===== src/rtl/ddr_axi_wr_master.sv =====
// Burst-request to AXI4 write master with a 4-entry prefetch buffer (ddr_clk domain).
// Define DDR_AXI_WR_BRESP_CNT_EN to build the saturating non-OKAY response counter.
module ddr_axi_wr_master #(
    parameter int unsigned DDR_ADDR_WD = 32,
    parameter int unsigned DDR_DATA_WD = 512,
    parameter int unsigned ADDR_SHIFT  = 3,
    parameter logic [3:0]  AXI_ID      = 4'd0
) (
    input  logic                       ddr_clk,
    input  logic                       ddr_rst_n,
    input  logic                       wr_burst_req,
    input  logic [9:0]                 wr_burst_len,
    input  logic [DDR_ADDR_WD-1:0]     wr_burst_addr,
    output logic                       wr_burst_data_req,
    input  logic [DDR_DATA_WD-1:0]     wr_burst_data,
    output logic                       wr_burst_finish,
    output logic [3:0]                 m_axi_awid,
    output logic [DDR_ADDR_WD-1:0]     m_axi_awaddr,
    output logic [7:0]                 m_axi_awlen,
    output logic [2:0]                 m_axi_awsize,
    output logic [1:0]                 m_axi_awburst,
    output logic                       m_axi_awvalid,
    input  logic                       m_axi_awready,
    output logic [DDR_DATA_WD-1:0]     m_axi_wdata,
    output logic [DDR_DATA_WD/8-1:0]   m_axi_wstrb,
    output logic                       m_axi_wlast,
    output logic                       m_axi_wvalid,
    input  logic                       m_axi_wready,
    input  logic [1:0]                 m_axi_bresp,
    input  logic                       m_axi_bvalid,
    output logic                       m_axi_bready,
    output logic                       len_err,
    output logic [31:0]                bresp_err_cnt
);

    localparam int unsigned StrbWd = DDR_DATA_WD / 8;
    localparam logic [2:0]  AwSize = 3'($clog2(StrbWd));

    typedef enum logic [2:0] {StIdle, StAddr, StData, StResp, StFin} state_e;

    state_e                 state_q, state_d;
    logic [8:0]             len_q, len_d;
    logic [7:0]             awlen_q, awlen_d;
    logic [DDR_ADDR_WD-1:0] awaddr_q, awaddr_d;
    logic [8:0]             req_cnt_q, req_cnt_d;
    logic [8:0]             beat_cnt_q, beat_cnt_d;
    logic                   pend_q;
    logic [2:0]             occ_q, occ_d;
    logic [1:0]             wr_ptr_q, wr_ptr_d;
    logic [1:0]             rd_ptr_q, rd_ptr_d;
    logic                   holdoff_q, holdoff_d;
    logic                   len_err_q, len_err_d;
    logic [DDR_DATA_WD-1:0] buf_q [4];

    logic       prefetch, data_req, push, pop, wvalid, wlast;
    logic [8:0] len_clamp;
    logic       len_bad;

    assign len_bad   = (wr_burst_len == 10'd0) || (wr_burst_len > 10'd256);
    assign len_clamp = (wr_burst_len == 10'd0)  ? 9'd1   :
                       (wr_burst_len > 10'd256) ? 9'd256 : wr_burst_len[8:0];

    // Strobe issue depends only on registered state so it never waits on wready.
    assign prefetch = (state_q == StAddr) || (state_q == StData);
    assign data_req = prefetch && (req_cnt_q < len_q) && ((occ_q + 3'(pend_q)) <= 3'd2);
    assign push     = pend_q;
    assign wvalid   = (state_q == StData) && (occ_q != 3'd0);
    assign pop      = wvalid && m_axi_wready;
    assign wlast    = (state_q == StData) && (beat_cnt_q == (len_q - 9'd1));

    always_comb begin
        state_d    = state_q;
        len_d      = len_q;
        awlen_d    = awlen_q;
        awaddr_d   = awaddr_q;
        req_cnt_d  = req_cnt_q + 9'(data_req);
        beat_cnt_d = beat_cnt_q + 9'(pop);
        holdoff_d  = 1'b0;
        len_err_d  = len_err_q;
        case (state_q)
            StIdle: begin
                if (wr_burst_req && !holdoff_q) begin
                    len_d      = len_clamp;
                    awlen_d    = 8'(len_clamp - 9'd1);
                    awaddr_d   = wr_burst_addr << ADDR_SHIFT;
                    req_cnt_d  = 9'd0;
                    beat_cnt_d = 9'd0;
                    len_err_d  = len_err_q | len_bad;
                    state_d    = StAddr;
                end
            end
            StAddr: if (m_axi_awready) state_d = StData;
            StData: if (pop && wlast) state_d = StResp;
            StResp: if (m_axi_bvalid) state_d = StFin;
            StFin: begin
                // Upstream FIFO count needs one more cycle to settle before a new request.
                holdoff_d = 1'b1;
                state_d   = StIdle;
            end
            default: state_d = StIdle;
        endcase
    end

    always_comb begin
        occ_d    = occ_q + 3'(push) - 3'(pop);
        wr_ptr_d = wr_ptr_q + 2'(push);
        rd_ptr_d = rd_ptr_q + 2'(pop);
    end

    always_ff @(posedge ddr_clk or negedge ddr_rst_n) begin
        if (!ddr_rst_n) begin
            state_q    <= StIdle;
            len_q      <= 9'd0;
            awlen_q    <= 8'd0;
            awaddr_q   <= '0;
            req_cnt_q  <= 9'd0;
            beat_cnt_q <= 9'd0;
            pend_q     <= 1'b0;
            occ_q      <= 3'd0;
            wr_ptr_q   <= 2'd0;
            rd_ptr_q   <= 2'd0;
            holdoff_q  <= 1'b0;
            len_err_q  <= 1'b0;
        end else begin
            state_q    <= state_d;
            len_q      <= len_d;
            awlen_q    <= awlen_d;
            awaddr_q   <= awaddr_d;
            req_cnt_q  <= req_cnt_d;
            beat_cnt_q <= beat_cnt_d;
            pend_q     <= data_req;
            occ_q      <= occ_d;
            wr_ptr_q   <= wr_ptr_d;
            rd_ptr_q   <= rd_ptr_d;
            holdoff_q  <= holdoff_d;
            len_err_q  <= len_err_d;
        end
    end

    always_ff @(posedge ddr_clk or negedge ddr_rst_n) begin
        if (!ddr_rst_n) begin
            for (int i = 0; i < 4; i++) buf_q[i] <= '0;
        end else if (push) begin
            buf_q[wr_ptr_q] <= wr_burst_data;
        end
    end

`ifdef DDR_AXI_WR_BRESP_CNT_EN
    logic [31:0] bresp_err_cnt_q, bresp_err_cnt_d;

    always_comb begin
        bresp_err_cnt_d = bresp_err_cnt_q;
        if ((state_q == StResp) && m_axi_bvalid && (m_axi_bresp != 2'b00) &&
            (bresp_err_cnt_q != 32'hFFFF_FFFF)) begin
            bresp_err_cnt_d = bresp_err_cnt_q + 32'd1;
        end
    end

    always_ff @(posedge ddr_clk or negedge ddr_rst_n) begin
        if (!ddr_rst_n) bresp_err_cnt_q <= 32'd0;
        else            bresp_err_cnt_q <= bresp_err_cnt_d;
    end

    assign bresp_err_cnt = bresp_err_cnt_q;
`else
    logic unused_bresp;
    assign unused_bresp  = ^m_axi_bresp;
    assign bresp_err_cnt = 32'd0;
`endif

    assign wr_burst_data_req = data_req;
    assign wr_burst_finish   = (state_q == StFin);
    assign m_axi_awid        = AXI_ID;
    assign m_axi_awaddr      = awaddr_q;
    assign m_axi_awlen       = awlen_q;
    assign m_axi_awsize      = AwSize;
    assign m_axi_awburst     = 2'b01;
    assign m_axi_awvalid     = (state_q == StAddr);
    assign m_axi_wdata       = buf_q[rd_ptr_q];
    assign m_axi_wstrb       = '1;
    assign m_axi_wlast       = wlast;
    assign m_axi_wvalid      = wvalid;
    assign m_axi_bready      = (state_q == StResp);
    assign len_err           = len_err_q;

endmodule


===== config.mk =====
export PLATFORM = sky130hd
export DESIGN_NAME = ddr_axi_wr_master
export DESIGN_NICKNAME = d
export VERILOG_FILES = /design/src/rtl/ddr_axi_wr_master.sv
export SDC_FILE = /design/constraint.sdc
export NUM_CORES = 2
export LEC_CHECK = 0
export ABC_AREA = 1
export CELL_PAD_IN_SITES_DETAIL_PLACEMENT = 0
export CELL_PAD_IN_SITES_GLOBAL_PLACEMENT = 1
export CORE_AREA = 2 2 482 484
export CTS_CLUSTER_DIAMETER = 200
export DETAILED_ROUTE_END_ITERATION = 6
export DIE_AREA = 0 0 484 486
export GPL_ROUTABILITY_DRIVEN = 0
export PLACE_DENSITY_LB_ADDON = 0.1
export SETUP_SLACK_MARGIN = 0.1
export SYNTH_ARGS = -nofsm -noshare
export SYNTH_HDL_FRONTEND = slang
export SYNTH_SLANG_ARGS = --single-unit

===== constraint.sdc =====
create_clock -name ddr_clk -period 6.2 [get_ports ddr_clk]
set_input_delay 1.24 -clock ddr_clk [delete_from_list [all_inputs] [get_ports ddr_clk]]
set_output_delay 1.24 -clock ddr_clk [all_outputs]
set_load 0.005 [all_outputs]

==> impl_metrics.csv <==
group,metric,value,unit
clock_network,clk_latency,0.87,ns
timing,hold_violations,0,
setup_path,worstReg2RegStart,"len_q[8]$_DFFE_PN0P_",
placed_design,placed_cells,14060,
outcome,status,"complete, no violations",
timing,fmax,0.1858,GHz
synth,yosys_warnings,0,
placed_design,dp_hpwl,186.7,mm
clock_network,clockBufferDepth,3,
hold_path,hold_class,"in2async",
placed_design,port_buffers,1112,
power_and_ir_drop,power_density,596.5,mW/mm^2
timing,finalSetupViolCount,0,
clock_network,cts_buffers,235,
routing,routed_via_density,5.215,
clock_network,clock_sinks,2125,
setup_path,cp.arrival,4.14,ns
floorplan,dieArea,0.2352,sq mm
floorplan,chipWidth,484,um
synth,syn-instance-count,10610,
timing,fin_skew,0.04051,ns
timing,maxSlewViolCount,0,
routing,vias,75850,
clock_network,path_clk_slew,0.06,ns
timing,fin_crit_sh,86.79,%
floorplan,rows,176,
routing,drt.antenna.violating_nets,0,
floorplan,dieHeight,486,um
setup_path,cp-start-kind,"flop",
synth,netlist_area,0.09141,sq mm
synth,ys_seq_area_share,58.17,%
run,cap_violations,0,
clock_network,cts_resized,0,
synth,synth-seq-cells,2125,
clock_network,post_cts_buffers,0,
timing,slew_headroom,27.02,%
timing,rsz0062_at_grt,"no",
setup_path,r2r_setup_slack,3.04,ns
clock_network,clock-root-buffer,"clkbuf_16",
global_routing,overflow,0,
routing,wirelength,299.4,mm
routing,drc,0,
synth,synth.largest_area_cell,"dfrtp_1",
timing,setup_tns,0,ns
power_and_ir_drop,ir_drop,0.3598,mV
setup_path,required,4.96,ns
clock_network,tritoncts,"built",
floorplan,initial_core_util,39.84,%
cells_and_area,syn2layout_area_growth,22.35,%
floorplan,core-area,0.2295,sq mm
global_routing,antenna_found_initial,114,
floorplan,io_pins,1226,
clock_network,ctsHoldBuffers,0,
setup_path,crit_start,"rd_ptr_q[0]$_DFF_PN0_",
synth,synth_area_leaders,"dfrtp_1 58%, o21ai_0 17%, nand2_1 9.1%",
setup_path,worstRegToRegCells,14,
setup_path,critPathCaptureType,"output port",
clock_network,h-tree-depth,4,
routing,drtPass1Iterations,6,
global_routing,grt_pass1_vias,72710,
synth,yosysUniqueCellTypes,38,
routing,drtIter0Drc,6065,
power_and_ir_drop,leakage,52.11,nW
routing,wl_per_cell,20.59,um
synth,synth_top_area_share,58.17,%
cells_and_area,instances_no_fill,14540,
timing,fin_crit,5.381,ns
timing,tightest_slew,1.095,ns
setup_path,crit_type,"reg2out",
setup_path,timing.rr.end,"req_cnt_q[8]$_DFF_PN0_",
setup_path,crit_fanout,105,
cells_and_area,drive_gt1_share,4.131,%
synth,syn_area_per_cell,8.612,sq um
global_routing,grt_max_degree,227,
global_routing,grt_usage,24.96,%
setup_path,cp-endpoint,"m_axi_wdata[503]",
global_routing,grt_pass1_wl,458.3,mm
cells_and_area,final_nets,11850,
cells in the mapped netlist:
master and count:
xor2_1 10, nor2_1 1075, nor2_2 2, nand3b_1 1
mux2_2 1, o21ai_2 1, o22ai_1 512, and3_1 1
clkbuf_2 1, ha_1 20, conb_1 2, buf_4 115
o21ai_0 3093, buf_6 2, nand4_2 1, o22a_1 1
nand2_1 2225, nor3_1 9, nand3_1 25, a211oi_1 1
o21a_1 1, a21oi_1 17, a31oi_1 1, clkinv_1 1
clkinv_2 1, nand2_2 2, xnor2_1 4, o21ai_1 1
a21o_1 1, clkbuf_1 481, nand4_1 4, buf_1 8
inv_2 1, inv_1 560, dfrtp_1 2125, nor3b_2 1
o211ai_1 1, buf_2 306
stage by stage:
stage	power (mW)	hold WS, ns	instance area, sq um	utilization, %	setup WS (ns)
finish	66.72	0.4371	111800	48.74	0.8189
global route	71.83	0.4487	111800	48.72	0.6334
CTS	67.43	0.4203	111700	48.67	0.7729
detailed placement	53.29	0.4589	104000	45.34	1.700
global placement	52.74	0.4489	104000	45.34	1.710
floorplan	38.54	0.4319	91810	-	3.560
per-layer routing:
metal	vias to the layer above	GRT usage [%]	part of all wire, %
met5	-	0	0.13
met4	62	11.72	4.4
met3	525	6.368	7.2
met2	2189	39.19	46
met1	36780	32.31	42
li1	36300	-	-
placed cells by master (no fill, tap or decap), types with 2 or more instances in the layout:
master	n
nand3_4	4
dfrtp_4	2
clkinv_4	2
inv_6	5
xor2_1	10
nor2_1	1075
nand2_2	2
nor2_2	2
o22ai_1	512
inv_1	560
nand2_1	2225
a21oi_1	17
conb_1	108
nor3_1	9
clkinv_2	26
nand3_1	21
clkbuf_16	239
clkbuf_8	61
nand4_1	4
clkbuf_1	77
buf_4	59
o21ai_0	3093
buf_12	51
bufinv_16	7
diode_2	67
clkdlybuf4s50_1	1111
dfrtp_1	2123
ha_1	20
clkinv_16	4
xnor2_1	4
worst min path at each step:
stage / from / to / slack [ns]
floorplan: state_q[0]$_DFFE_PN0P_ / holdoff_q$_DFF_PN0_ / 0.43
global placement: len_err$_DFFE_PN0P_ / len_err$_DFFE_PN0P_ / 0.45
detailed placement: len_err$_DFFE_PN0P_ / len_err$_DFFE_PN0P_ / 0.46
CTS: ddr_rst_n / buf_q[1412]$_DFFE_PN0P_ / 0.42
global route: ddr_rst_n / buf_q[388]$_DFFE_PN0P_ / 0.45
finish: ddr_rst_n / buf_q[1498]$_DFFE_PN0P_ / 0.44
cell type report:
class / instances / area [sq um]
Timing Repair Buffer: 1222 / 12610
Fill cell: 22020 / 117600
Inverter: 563 / 2137
Antenna cell: 67 / 167.7
Clock inverter: 45 / 538.0
Clock buffer: 377 / 7109
Tap cell: 3026 / 3786
Multi-Input combinational cell: 7119 / 32310
Sequential cell: 2125 / 53180
report_power, final:
part	internal, mW	total [mW]	switching, mW
clock network	8.07	13.8	5.75
registers	21.0	24.5	3.58
logic	12.3	28.4	16.1
critical path, cell delays in order (launching register included):
cell and delay, ns:
dfrtp_4 0.95, buf_12 0.39, buf_4 0.59, o21ai_0 0.18
o22ai_1 0.20, clkdlybuf4s50_1 0.72
flip-flops by register name, indices dropped and copies added (netlist names), 2 cells and up:
signal / count
m_axi_awlen: 8
m_axi_awaddr: 29
wr_ptr_q: 2
len_q: 9
occ_q: 3
state_q: 3
buf_q: 2048
rd_ptr_q: 2
req_cnt_q: 9
beat_cnt_q: 9
logic make-up (layout without fill, tap and decap cells):
family,count (synthesis),count (layout),share of synthesized area [%]
other cells,2,175,0.008215
compound gates,3630,3630,20.60
mux,1,1,0.01232
xor+xnor,14,14,0.1341
flops,2125,2125,58.17
fa+ha+maj,20,20,0.2737
buf+inv,1476,2207,6.971
simple gates,3346,3346,13.83
Note: power is estimated with default switching activity, not from simulation.
